===== src/rtl/pipeline_hazard_ctrl.sv =====
// pipeline_hazard_ctrl: stall/flush sequencer for the 5-stage pipeline buffers and PC,
// with load-use detection, memory-wait freeze, MEM-stage redirect, halt/drain and perf counters.
module pipeline_hazard_ctrl #(
  parameter int CNT_W        = 32,
  parameter int MAX_WAIT     = 16,
  parameter int DRAIN_CYCLES = 4
) (
  input  logic             clk,
  input  logic             rst_b,
  input  logic [4:0]       rs_num_ID,
  input  logic [4:0]       rt_num_ID,
  input  logic             uses_rs_ID,
  input  logic             uses_rt_ID,
  input  logic             mem_read_EX,
  input  logic [4:0]       rd_num_EX,
  input  logic             branch_taken_MEM,
  input  logic             jump_MEM,
  input  logic             dmem_req_MEM,
  input  logic             dmem_ready,
  input  logic             halt_req,
  output logic             pc_we,
  output logic             stall_IF_ID,
  output logic             stall_ID_EX,
  output logic             stall_EX_MEM,
  output logic             stall_MEM_WB,
  output logic             flush_IF_ID,
  output logic             flush_ID_EX,
  output logic             flush_EX_MEM,
  output logic             flush_MEM_WB,
  output logic             halt_ack,
  output logic             timeout_err,
  output logic [CNT_W-1:0] stall_cycles,
  output logic [CNT_W-1:0] flush_events
);
  localparam int WW = $clog2(MAX_WAIT + 1);
  localparam int DW = $clog2(DRAIN_CYCLES) + 1;
  typedef enum logic [1:0] {RUN, MEM_WAIT, DRAIN, HALTED} state_t;
  state_t state_q, state_d, ret_q, ret_d, eff;
  logic [WW-1:0] wait_q, wait_d;
  logic [DW-1:0] drain_q, drain_d;
  logic timeout_q, timeout_d;
  logic [CNT_W-1:0] stall_cnt_q, stall_cnt_d, flush_cnt_q, flush_cnt_d;
  logic frz, redirect, loaduse, pc_we_c, ack_c;
  logic [3:0] stall_c, flush_c;
  assign redirect = branch_taken_MEM | jump_MEM;
  assign loaduse = mem_read_EX && rd_num_EX != 5'd0 &&
                   ((uses_rs_ID && rs_num_ID == rd_num_EX) || (uses_rt_ID && rt_num_ID == rd_num_EX));
  // Once memory is ready, MEM_WAIT behaves as the state it interrupted for that cycle.
  assign eff = (state_q == MEM_WAIT) ? ret_q : state_q;
  assign frz = dmem_req_MEM & ~dmem_ready & (eff != HALTED);
  always_comb begin
    pc_we_c = 1'b1;
    stall_c = 4'b0000;
    flush_c = 4'b0000;
    ack_c   = 1'b0;
    state_d = eff;
    ret_d   = ret_q;
    drain_d = drain_q;
    if (eff == HALTED) begin
      pc_we_c = 1'b0;
      stall_c = 4'b1111;
      ack_c   = 1'b1;
      state_d = halt_req ? HALTED : RUN;
    end else if (frz) begin
      pc_we_c = 1'b0;
      stall_c = 4'b1111;
      state_d = MEM_WAIT;
      ret_d   = eff;
    end else begin
      if (redirect) begin
        flush_c = 4'b1110;
      end else if (loaduse) begin
        pc_we_c = 1'b0;
        stall_c = 4'b1000;
        flush_c = 4'b0100;
      end else if (eff == DRAIN) begin
        pc_we_c = 1'b0;
        flush_c = 4'b1000;
      end
      if (eff == RUN) begin
        if (halt_req) begin
          state_d = DRAIN;
          drain_d = '0;
        end
      end else if (!halt_req) begin
        state_d = RUN;
      end else if (redirect) begin
        drain_d = '0;
      end else if (!loaduse) begin
        drain_d = drain_q + 1'b1;
        if (drain_q == DW'(DRAIN_CYCLES - 1)) begin
          state_d = HALTED;
          drain_d = '0;
        end
      end
    end
    wait_d      = frz ? ((wait_q == WW'(MAX_WAIT)) ? wait_q : wait_q + 1'b1) : '0;
    timeout_d   = timeout_q | (frz && wait_q >= WW'(MAX_WAIT - 1));
    stall_cnt_d = stall_cnt_q + CNT_W'((|stall_c) & ~(&stall_cnt_q));
    flush_cnt_d = flush_cnt_q + CNT_W'((|flush_c) & ~(&flush_cnt_q));
  end
  always_ff @(posedge clk or negedge rst_b) begin
    if (!rst_b) begin
      state_q     <= RUN;
      ret_q       <= RUN;
      wait_q      <= '0;
      drain_q     <= '0;
      timeout_q   <= 1'b0;
      stall_cnt_q <= '0;
      flush_cnt_q <= '0;
    end else begin
      state_q     <= state_d;
      ret_q       <= ret_d;
      wait_q      <= wait_d;
      drain_q     <= drain_d;
      timeout_q   <= timeout_d;
      stall_cnt_q <= stall_cnt_d;
      flush_cnt_q <= flush_cnt_d;
    end
  end
  // Control outputs are forced quiet for as long as reset is held.
  assign pc_we = pc_we_c & rst_b;
  assign {stall_IF_ID, stall_ID_EX, stall_EX_MEM, stall_MEM_WB} = stall_c & {4{rst_b}};
  assign {flush_IF_ID, flush_ID_EX, flush_EX_MEM, flush_MEM_WB} = flush_c & {4{rst_b}};
  assign halt_ack     = ack_c & rst_b;
  assign timeout_err  = timeout_q;
  assign stall_cycles = stall_cnt_q;
  assign flush_events = flush_cnt_q;
endmodule

===== config.mk =====
export PLATFORM = sky130hd
export DESIGN_NAME = pipeline_hazard_ctrl
export DESIGN_NICKNAME = d
export VERILOG_FILES = /design/src/rtl/pipeline_hazard_ctrl.sv
export SDC_FILE = /design/constraint.sdc
export NUM_CORES = 1
export LEC_CHECK = 0
export ABC_AREA = 1
export ABC_CLOCK_PERIOD_IN_PS = 6200
export CORE_ASPECT_RATIO = 0.8
export CORE_MARGIN = 2
export CORE_UTILIZATION = 54
export DETAILED_ROUTE_END_ITERATION = 6
export GPL_TIMING_DRIVEN = 1
export HOLD_SLACK_MARGIN = 0.08
export PLACE_DENSITY = 0.86
export SYNTH_ARGS = -nofsm -noshare
export SYNTH_HDL_FRONTEND = slang
export SYNTH_SLANG_ARGS = --single-unit

===== constraint.sdc =====
create_clock -name clk -period 6.2 [get_ports clk]
set_clock_uncertainty 0.05 [all_clocks]
set_input_delay 0.62 -clock clk [delete_from_list [all_inputs] [get_ports clk]]
set_output_delay 0.62 -clock clk [all_outputs]
set_load 0.02 [all_outputs]

==> out/qor.yml <==
p_per_area_nw_per_um2: 231
die_h_um: 82.4
drc_errors: 0
yosysUniqueCellTypes: 29
cp_max_fo: 4
die-width_um: 102
die-area_sq_um: 8400
cts_buffers: 9
vias_per_cell: 5.18
htree_levels: 3
syn-instance-count: 489
synth_area_sq_um: 4150
cp-end-kind: "output pin"
yosysTopAreaCellShare: 0.464
grt_pass1_wl_um: 16100
r2r_cells: 15
tightestPinTransition_ns: 0.959
synth_top_area_cell: "dfrtp_1"
fmax_ghz: 0.299
crit_path_start_kind: "input port"
synth.net_count: 523
insertion_delay_ns: 0.35
leakage_nw: 2.56
fin_setup_tns_ns: 0
slew_viol_final: 0
cts_buffer_depth: 2
synth.most_common_cell: "nand2_1"
diodes: 0
clock_sinks: 77
synth_common_cells: "109 x nand2_1, 77 x dfrtp_1, 65 x nor2_1"
r2r-start: "ret_q[1]$_DFFE_PN0P_"
r2r_end: "flush_events[30]$_DFF_PN0_"
syn2layout_area_growth_pct: 30.6
power_frac_seq: 0.490
path_class: "in2out"
cts_tree: "built"
holdCritPathClass: "in2async"
synth_area_per_cell_sq_um: 8.48
status: "complete, no violations"
wl_per_cell_um: 14.2
startpoint: "rd_num_EX[2]"
internal-power_mw: 0.829
drt_iter0_drc: 218
period_needed_ns: 3.35
ys_warn_count: 0
dr.pass1.iters: 5
p_sw_mw: 0.420
pin_count: 100
synth_seq_cells: 77
grtUsageTotal: 0.246
drv_cap: 0
nets: 629
synth-async-reset-ratio: 1.00
clkPwrFrac: 0.279
cts-root-buf: "clkbuf_8"
swShare: 0.336
place.gp.congestion: 0.948
dp_hpwl_um: 7610
fin_util: 0.729
synth_edf_count: 0
grt_max_degree: 79
fin_crit_sh: 0.540
numPortBuffers: 98
overflow: 0
yosysSeqAreaShare: 0.464
synth_top_flop_cell: "dfrtp_1"
r2r_setup_slack_ns: 3.36
start_util: 0.559
slew_headroom: 0.361
cp-endpoint: "stall_IF_ID"
post_cts_resized: 0
vias: 3654
cp.required_ns: 5.53
cp.arrival_ns: 2.68
cts_setup_buffers: 0
layout-drive-gt1-share: 0.0650
placementRows: 28
ys_top_cells_by_area: "dfrtp_1 46%, nand2_1 9.9%, xor2_1 7.6%, nor2_1 5.9%, inv_1 5.4%"
hold_viol_final: 0
antenna_left: 0
clkTransAtPathRegs_ns: 0.09
rsz0062_at_grt: "no"
combPwrFrac: 0.232
wl_um: 10000
fp.coreArea_sq_um: 7430
irDropWorstVdd_v: 0.000245
setup_viol: 0
hold_buffers: 0
grt_pass1_vias: 3545
antenna_found_initial: 0
==> state kept, by name (all words and copies together) (netlist names) <==
register and flops:
drain_q 3, flush_events 32, ret_q 2, stall_cycles 32, state_q 2, timeout_err 1, wait_q 5
==> stage by stage <==
stage / instance area, sq um / instances / setup slack [ns] / hold slack, ns / power (mW)
detailed placement: 5240 / 689 / 2.65 / 0.411 / 0.908
finish: 5420 / 705 / 2.85 / 0.364 / 1.25
global placement: 5240 / 689 / 2.66 / 0.409 / 0.896
CTS: 5420 / 705 / 2.80 / 0.394 / 1.26
global route: 5420 / 705 / 2.58 / 0.431 / 1.31
floorplan: 4150 / 489 / 3.62 / 0.274 / 0.756
==> layer usage <==
metal	track usage	part of all wire
met5	0	0
met4	0.0773	0.014
met3	0.0505	0.050
met2	0.403	0.47
met1	0.333	0.46
==> power groups by stage <==
stage	Clock, mW	Sequential [mW]	Combinational, mW
after detailed placement	0	0.620	0.288
after CTS	0.354	0.611	0.292
final	0.348	0.612	0.290
after floorplan	0	0.657	0.0988
after global placement	0	0.616	0.279
after global routing	0.376	0.619	0.313
==> worst max-delay path, stage by stage <==
cell,delay (ns)
clkdlybuf4s50_1,0.50
inv_1,0.08
nand2_1,0.08
nand2_1,0.06
nor2_1,0.09
nand3_1,0.08
nand2_1,0.12
nand3_1,0.16
a21oi_1,0.25
clkdlybuf4s50_1,0.64
==> layout by cell type, fill, tap and decap left out <==
cell,Yosys,final
nand3_4,1,1
xnor2_1,24,24
inv_1,60,60
xor2_1,36,36
nand3_1,25,25
nand4_1,16,16
o31ai_1,1,1
o21ai_0,4,4
nor4_1,5,5
nand3_2,4,4
nand2_1,109,109
buf_4,3,1
clkinvlp_4,0,3
o21bai_1,2,2
nand3b_1,2,2
o21a_1,1,1
dfrtp_1,77,77
clkbuf_8,0,9
nor3b_1,2,2
conb_1,1,1
a21oi_1,9,9
nand2_4,1,1
ha_1,9,9
nor2_2,5,5
nor3_4,2,2
clkdlybuf4s50_1,0,97
clkinv_4,0,2
clkinv_1,1,1
nor2_1,65,65
nor3_2,4,4
nor3_1,15,15
nand2_2,2,2
nor2_4,3,3
inv_6,0,2
==> logic make-up (layout without fill, tap and decap cells) <==
group | count (synthesis) | in the layout | share of synthesized area
and+or+nand+nor | 261 | 261 | 0.297
DFF | 77 | 77 | 0.464
buffers and inverters | 64 | 175 | 0.0606
xor gates and xnor gates | 60 | 60 | 0.127
AOI/OAI and AO/OA | 17 | 17 | 0.0229
adders and majority gates | 9 | 9 | 0.0271
other | 1 | 1 | 0.000904
==> final cells by class <==
class,count,area (sq um)
Inverter,61,229
Sequential cell,77,1930
Fill cell,576,2010
Multi-Input combinational cell,348,1970
Tap cell,105,131
Timing Repair Buffer,98,978
Clock buffer,9,124
Clock inverter,7,57.6
==> worst min-delay path by stage <==
stage                          startpoint                      to  slack [ns]  cells after the start
floorplan                           rst_b  drain_q[0]$_DFFE_PN0P_        0.27                      0
global placement    timeout_err$_DFF_PN0_   timeout_err$_DFF_PN0_        0.41                      1
detailed placement  timeout_err$_DFF_PN0_   timeout_err$_DFF_PN0_        0.41                      1
CTS                                 rst_b   wait_q[4]$_DFFE_PN0P_        0.39                      1
global route                        rst_b    state_q[0]$_DFF_PN0_        0.43                      1
finish                              rst_b    state_q[0]$_DFF_PN0_        0.36                      1
(Power assumes the default switching activity.)
